$ cat src/rtl/micro_sequencer.sv
// Micro-program counter controller: picks the next control-store address each cycle
// (increment, branch, dispatch, conditional branch, one-deep call/return) and owns run/idle/halt.
module micro_sequencer #(
  parameter int AW         = 8,
  parameter int FETCH_ADDR = 0,
  parameter int MAP_MAX    = 75
) (
  input  logic          clk,
  input  logic          rst_n,
  input  logic          start,
  input  logic          stall,
  input  logic [2:0]    next_op,
  input  logic [AW-1:0] br_addr,
  input  logic [15:0]   map_addr,
  input  logic          z_flag,
  output logic [AW-1:0] upc,
  output logic          rom_en,
  output logic          busy,
  output logic          done,
  output logic          err
);

  typedef enum logic [1:0] {
    ST_IDLE = 2'd0,
    ST_RUN  = 2'd1,
    ST_HALT = 2'd2
  } state_t;

  typedef enum logic [2:0] {
    OP_INC  = 3'd0,
    OP_JMP  = 3'd1,
    OP_MAP  = 3'd2,
    OP_BZ   = 3'd3,
    OP_BNZ  = 3'd4,
    OP_CALL = 3'd5,
    OP_RET  = 3'd6,
    OP_END  = 3'd7
  } op_t;

  localparam logic [AW-1:0] FETCH   = AW'(FETCH_ADDR);
  localparam logic [AW-1:0] UPC_MAX = {AW{1'b1}};

  state_t        state_r, state_nxt;
  logic [AW-1:0] upc_r, upc_nxt;
  logic [AW-1:0] ret_addr_r, ret_addr_nxt;
  logic          ret_vld_r, ret_vld_nxt;
  logic          rom_en_r, busy_r, done_r, err_r;
  logic          done_nxt, err_nxt;

  op_t           op_s;
  logic [AW-1:0] upc_inc_s;
  logic          at_max_s;
  logic [31:0]   map_wide_s;
  logic          map_ok_s;

  assign op_s       = op_t'(next_op);
  assign upc_inc_s  = upc_r + AW'(1);
  assign at_max_s   = (upc_r == UPC_MAX);
  // Dispatch target must fit both the legal map range and the upc width.
  assign map_wide_s = {16'd0, map_addr};
  assign map_ok_s   = (map_wide_s <= 32'(MAP_MAX)) && (map_wide_s < (32'd1 << AW));

  always_ff @(posedge clk or negedge rst_n) begin
    if (!rst_n) begin
      state_r    <= ST_IDLE;
      upc_r      <= FETCH;
      ret_addr_r <= {AW{1'b0}};
      ret_vld_r  <= 1'b0;
      rom_en_r   <= 1'b0;
      busy_r     <= 1'b0;
      done_r     <= 1'b0;
      err_r      <= 1'b0;
    end else begin
      state_r    <= state_nxt;
      upc_r      <= upc_nxt;
      ret_addr_r <= ret_addr_nxt;
      ret_vld_r  <= ret_vld_nxt;
      rom_en_r   <= (state_nxt == ST_RUN);
      busy_r     <= (state_nxt == ST_RUN);
      done_r     <= done_nxt;
      err_r      <= err_nxt;
    end
  end

  // Faults leave upc and the return register untouched so the faulting address stays visible.
  always_comb begin
    state_nxt    = state_r;
    upc_nxt      = upc_r;
    ret_addr_nxt = ret_addr_r;
    ret_vld_nxt  = ret_vld_r;
    done_nxt     = 1'b0;
    err_nxt      = err_r;
    case (state_r)
      ST_IDLE: begin
        upc_nxt = FETCH;
        if (start) begin
          state_nxt = ST_RUN;
        end else begin
          state_nxt = ST_IDLE;
        end
      end
      ST_RUN: begin
        if (stall) begin
          state_nxt = ST_RUN;
        end else begin
          case (op_s)
            OP_INC: begin
              if (at_max_s) begin
                state_nxt = ST_HALT;
                err_nxt   = 1'b1;
              end else begin
                upc_nxt = upc_inc_s;
              end
            end
            OP_JMP: begin
              upc_nxt = br_addr;
            end
            OP_MAP: begin
              if (map_ok_s) begin
                upc_nxt = map_addr[AW-1:0];
              end else begin
                state_nxt = ST_HALT;
                err_nxt   = 1'b1;
              end
            end
            OP_BZ, OP_BNZ: begin
              if (z_flag == (op_s == OP_BZ)) begin
                upc_nxt = br_addr;
              end else if (at_max_s) begin
                state_nxt = ST_HALT;
                err_nxt   = 1'b1;
              end else begin
                upc_nxt = upc_inc_s;
              end
            end
            OP_CALL: begin
              if (ret_vld_r) begin
                state_nxt = ST_HALT;
                err_nxt   = 1'b1;
              end else begin
                ret_addr_nxt = upc_inc_s;
                ret_vld_nxt  = 1'b1;
                upc_nxt      = br_addr;
              end
            end
            OP_RET: begin
              if (ret_vld_r) begin
                upc_nxt     = ret_addr_r;
                ret_vld_nxt = 1'b0;
              end else begin
                state_nxt = ST_HALT;
                err_nxt   = 1'b1;
              end
            end
            OP_END: begin
              upc_nxt   = FETCH;
              done_nxt  = 1'b1;
              state_nxt = ST_IDLE;
            end
            default: begin
              state_nxt = ST_HALT;
              err_nxt   = 1'b1;
            end
          endcase
        end
      end
      ST_HALT: begin
        state_nxt = ST_HALT;
      end
      default: begin
        state_nxt = ST_HALT;
        err_nxt   = 1'b1;
      end
    endcase
  end

  assign upc    = upc_r;
  assign rom_en = rom_en_r;
  assign busy   = busy_r;
  assign done   = done_r;
  assign err    = err_r;

endmodule

$ cat config.mk
export PLATFORM = sky130hd
export DESIGN_NAME = micro_sequencer
export DESIGN_NICKNAME = d
export VERILOG_FILES = /design/src/rtl/micro_sequencer.sv
export SDC_FILE = /design/constraint.sdc
export NUM_CORES = 1
export LEC_CHECK = 0
export CAP_MARGIN = 30
export CORE_UTILIZATION = 40
export DETAILED_ROUTE_END_ITERATION = 6
export PLACE_DENSITY = 0.72
export SLEW_MARGIN = 0
export SYNTH_ARGS = -nofsm -noshare
export SYNTH_HDL_FRONTEND = slang
export SYNTH_SLANG_ARGS = --single-unit
$ cat constraint.sdc
create_clock -name clk -period 5.1 [get_ports clk]
set_input_delay 1.02 -clock clk [delete_from_list [all_inputs] [get_ports clk]]
set_output_delay 1.02 -clock clk [all_outputs]
set_load 0.02 [all_outputs]
==> summary.txt <==
Yosys cell types = 46
# resized after CTS = 0
TritonRoute pass-1 iters = 5
antenna violations before repair = 0
die outline area = 3990 µm²
CTS buffer count = 3
met1 usage = 0.280
Site Rows = 21
RePlAce Congestion = 0.872
Design Power = 0.361 mW
Final min period = 3.15 ns
first-pass GRT wire length = 6980 µm
cell family with most CP delay = buffers and inverters
Final #Nets = 230
total track usage = 0.224
wire per inst = 17.0 µm
Final Setup Violations = 0
Synth Area in Compound Gates = 0.243
fin crit share = 0.618
Die Span X = 63.1 µm
io pins = 44
Adder-Cell Fraction of Synth Area = 0.00837
worst hold start = ret_addr_r[2]$_DFFE_PN0P_
clk_lat worst skew = 0.26 ns
core area = 3470 µm²
CP Launch Point = next_op[2]
sequential share of the synthesized area = 0.368
Crit Path Category = input pin to flop
setup TNS = 0 ns
final hold viol count = 0
WP data required = 5.25 ns
main combinational cell family by area after synthesis = compound AO/OA/AOI/OAI gates
Storage cell area = 551 µm²
grt total ovfl = 0
power per cell area = 180 nW/µm²
Peak Freq = 317 MHz
cell area after synthesis = 1500 µm²
Starting Density = 0.431
Crit. End Element = flop
count of hold-fix buffers inserted at cts = 0
Rel. slew slack = 0.489
CTS tree = built
Synth Area per Inst = 9.46 µm²
initial drt markers = 120
root buffer cell = clkbuf_8
P&R area growth vs syn = 34.4%
Mapped Cells = 158
Max-Cap Viols = 0
Fillers = 314
most common cell after layout, fill and taps aside = clkdlybuf4s50_1
area occupied by multi-input gates = 873 µm²
Syn. warnings = 0
vias in the first global route = 1448
total buffers and inverters traversed by the critical path = 1
fin util = 0.579
ANT nets after route = 0
Clock Pin Slew Worst Setup and Hold Paths = 0.08 ns
GR peak layer = met2
RR Startpoint = upc[0]$_DFFE_PN0P_
Crit path largest cell delay = 0.97 ns
synthesized net count = 191
async set-reset flop share out of synthesis = 1.00
mux contribution to synthesized area = 0.108
final wirelength = 4110 µm
clk buf depth = 2
status = completed
Slew Viols, Final = 0
ant diodes = 0
CP Max Fanout = 21
DP HPWL = 3100 µm
grt met2 use = 0.395
most frequent cells in the layout = clkdlybuf4s50_1, dfrtp_1, nand2_1
Slowest-stage cell, CP = clkdlybuf4s50_1
number of clock sinks = 22
largest net degree at the start of global routing = 22
sequence of cells on the critical path = clkdlybuf4s50_1, nand2_1, or4_1, mux2_4
Avg Vias per Cell = 5.87
die height = 63.1 µm
proportion of layout cells with a drive suffix above 1 = 0.0918
Worst VDD drop = 0.0921 mV
H-tree Lvls = 1
Main synth FF type = dfrtp_1
simple-gate share of the synthesized area = 0.190
Residual DRC = 0
Leak = 0.835 nW
Worst setup SP type = input pin
# port buffers = 43
number of post-CTS setup repair buffers = 0
min-delay worst type = flop to flop
slew at the pin closest to its max-slew limit = 0.764 ns
Synth Area in XOR/XNOR = 0.0351
grt met3 use = 0.0290
DR vias = 1421
RSZ-0062 raised after global routing = false
Worst EP arrival = 3.30 ns
Post-synth EDFFs = 0
skew final = 0.00329 ns
post-synthesis register bit count = 22
## cell usage after synthesis, types with 5 or more instances
cell type / number / area [µm²]
nand2b_1: 6 / 37.5
a21oi_1: 5 / 25.0
nand2_1: 17 / 63.8
dfrtp_1: 22 / 551
xor2_1: 5 / 43.8
mux2_2: 7 / 78.8
o2bb2ai_1: 8 / 70.1
a222oi_1: 6 / 60.1
nand3_1: 5 / 25.0
o21ai_0: 7 / 35.0
o21ai_1: 9 / 45.0
nor2_1: 8 / 30.0
## kinds of logic after synthesis
family,after synthesis
AOI/OAI and AO/OA,49
xor gates and xnor gates,6
adders and majority gates,1
buffers and inverters,14
DFF,22
muxes,14
and+or+nand+nor,52
## final cells by class
cell class / instances / area share
Tap cell: 46 / 0.0286
Inverter: 4 / 0.00747
Timing Repair Buffer: 44 / 0.228
Clock buffer: 4 / 0.0274
Multi-Input combinational cell: 122 / 0.435
Sequential cell: 22 / 0.274
## final timing paths
path / endpoint / slack [ns] / cells past startpoint
max: ret_addr_r[5]$_DFFE_PN0P_ / 1.95 / 4
min in group asynchronous: upc[4]$_DFFE_PN0P_ / 1.06 / 1
min reg2reg: ret_addr_r[2]$_DFFE_PN0P_ / 0.49 / 2
min: ret_addr_r[2]$_DFFE_PN0P_ / 0.49 / 2
max in group asynchronous: ret_addr_r[2]$_DFFE_PN0P_ / 3.61 / 2
max reg2reg: upc[1]$_DFFE_PN0P_ / 3.13 / 5
## flip-flops by register name (all words and copies together) (netlist names)
register	flops
busy	1
done	1
err	1
ret_addr_r	8
ret_vld_r	1
state_r	2
upc	8
## metal layers
| layer | share of wire | routed length (µm) |
|---|---|---|
| met5 | 0 | 0 |
| met4 | 0.0046 | 19 |
| met3 | 0.053 | 219 |
| met2 | 0.53 | 2160 |
| met1 | 0.42 | 1710 |
## per-stage QoR
| stage | hold WS [ns] | worst slack, ns | cells | instance area [µm²] |
|---|---|---|---|---|
| 6_report | 0.491 | 1.95 | 242 | 2010 |
| 5_1_grt | 0.517 | 1.85 | 242 | 2010 |
| 4_1_cts | 0.493 | 1.95 | 242 | 2010 |
| 3_5_place_dp | 0.474 | 1.67 | 238 | 1950 |
| 3_3_place_gp | 0.463 | 1.73 | 237 | 1930 |
| 2_1_floorplan | 0.449 | 2.85 | 158 | 1500 |
## power breakdown
group	leakage (nW)	internal [mW]	switching [mW]
clock	0.0288	0.0687	0.0560
sequential	0.297	0.174	0
combinational	0.509	0.0354	0.0270
## worst reg2reg max path, delay by kind of cell, from the launching register on
| family | cells | cell delay (ns) |
|---|---|---|
| flops | 1 | 0.54 |
| fa+ha+maj | 1 | 0.37 |
| mux | 1 | 0.36 |
| compound gates | 2 | 0.35 |
| simple gates | 1 | 0.23 |
Power figures use the tool's default switching activity.
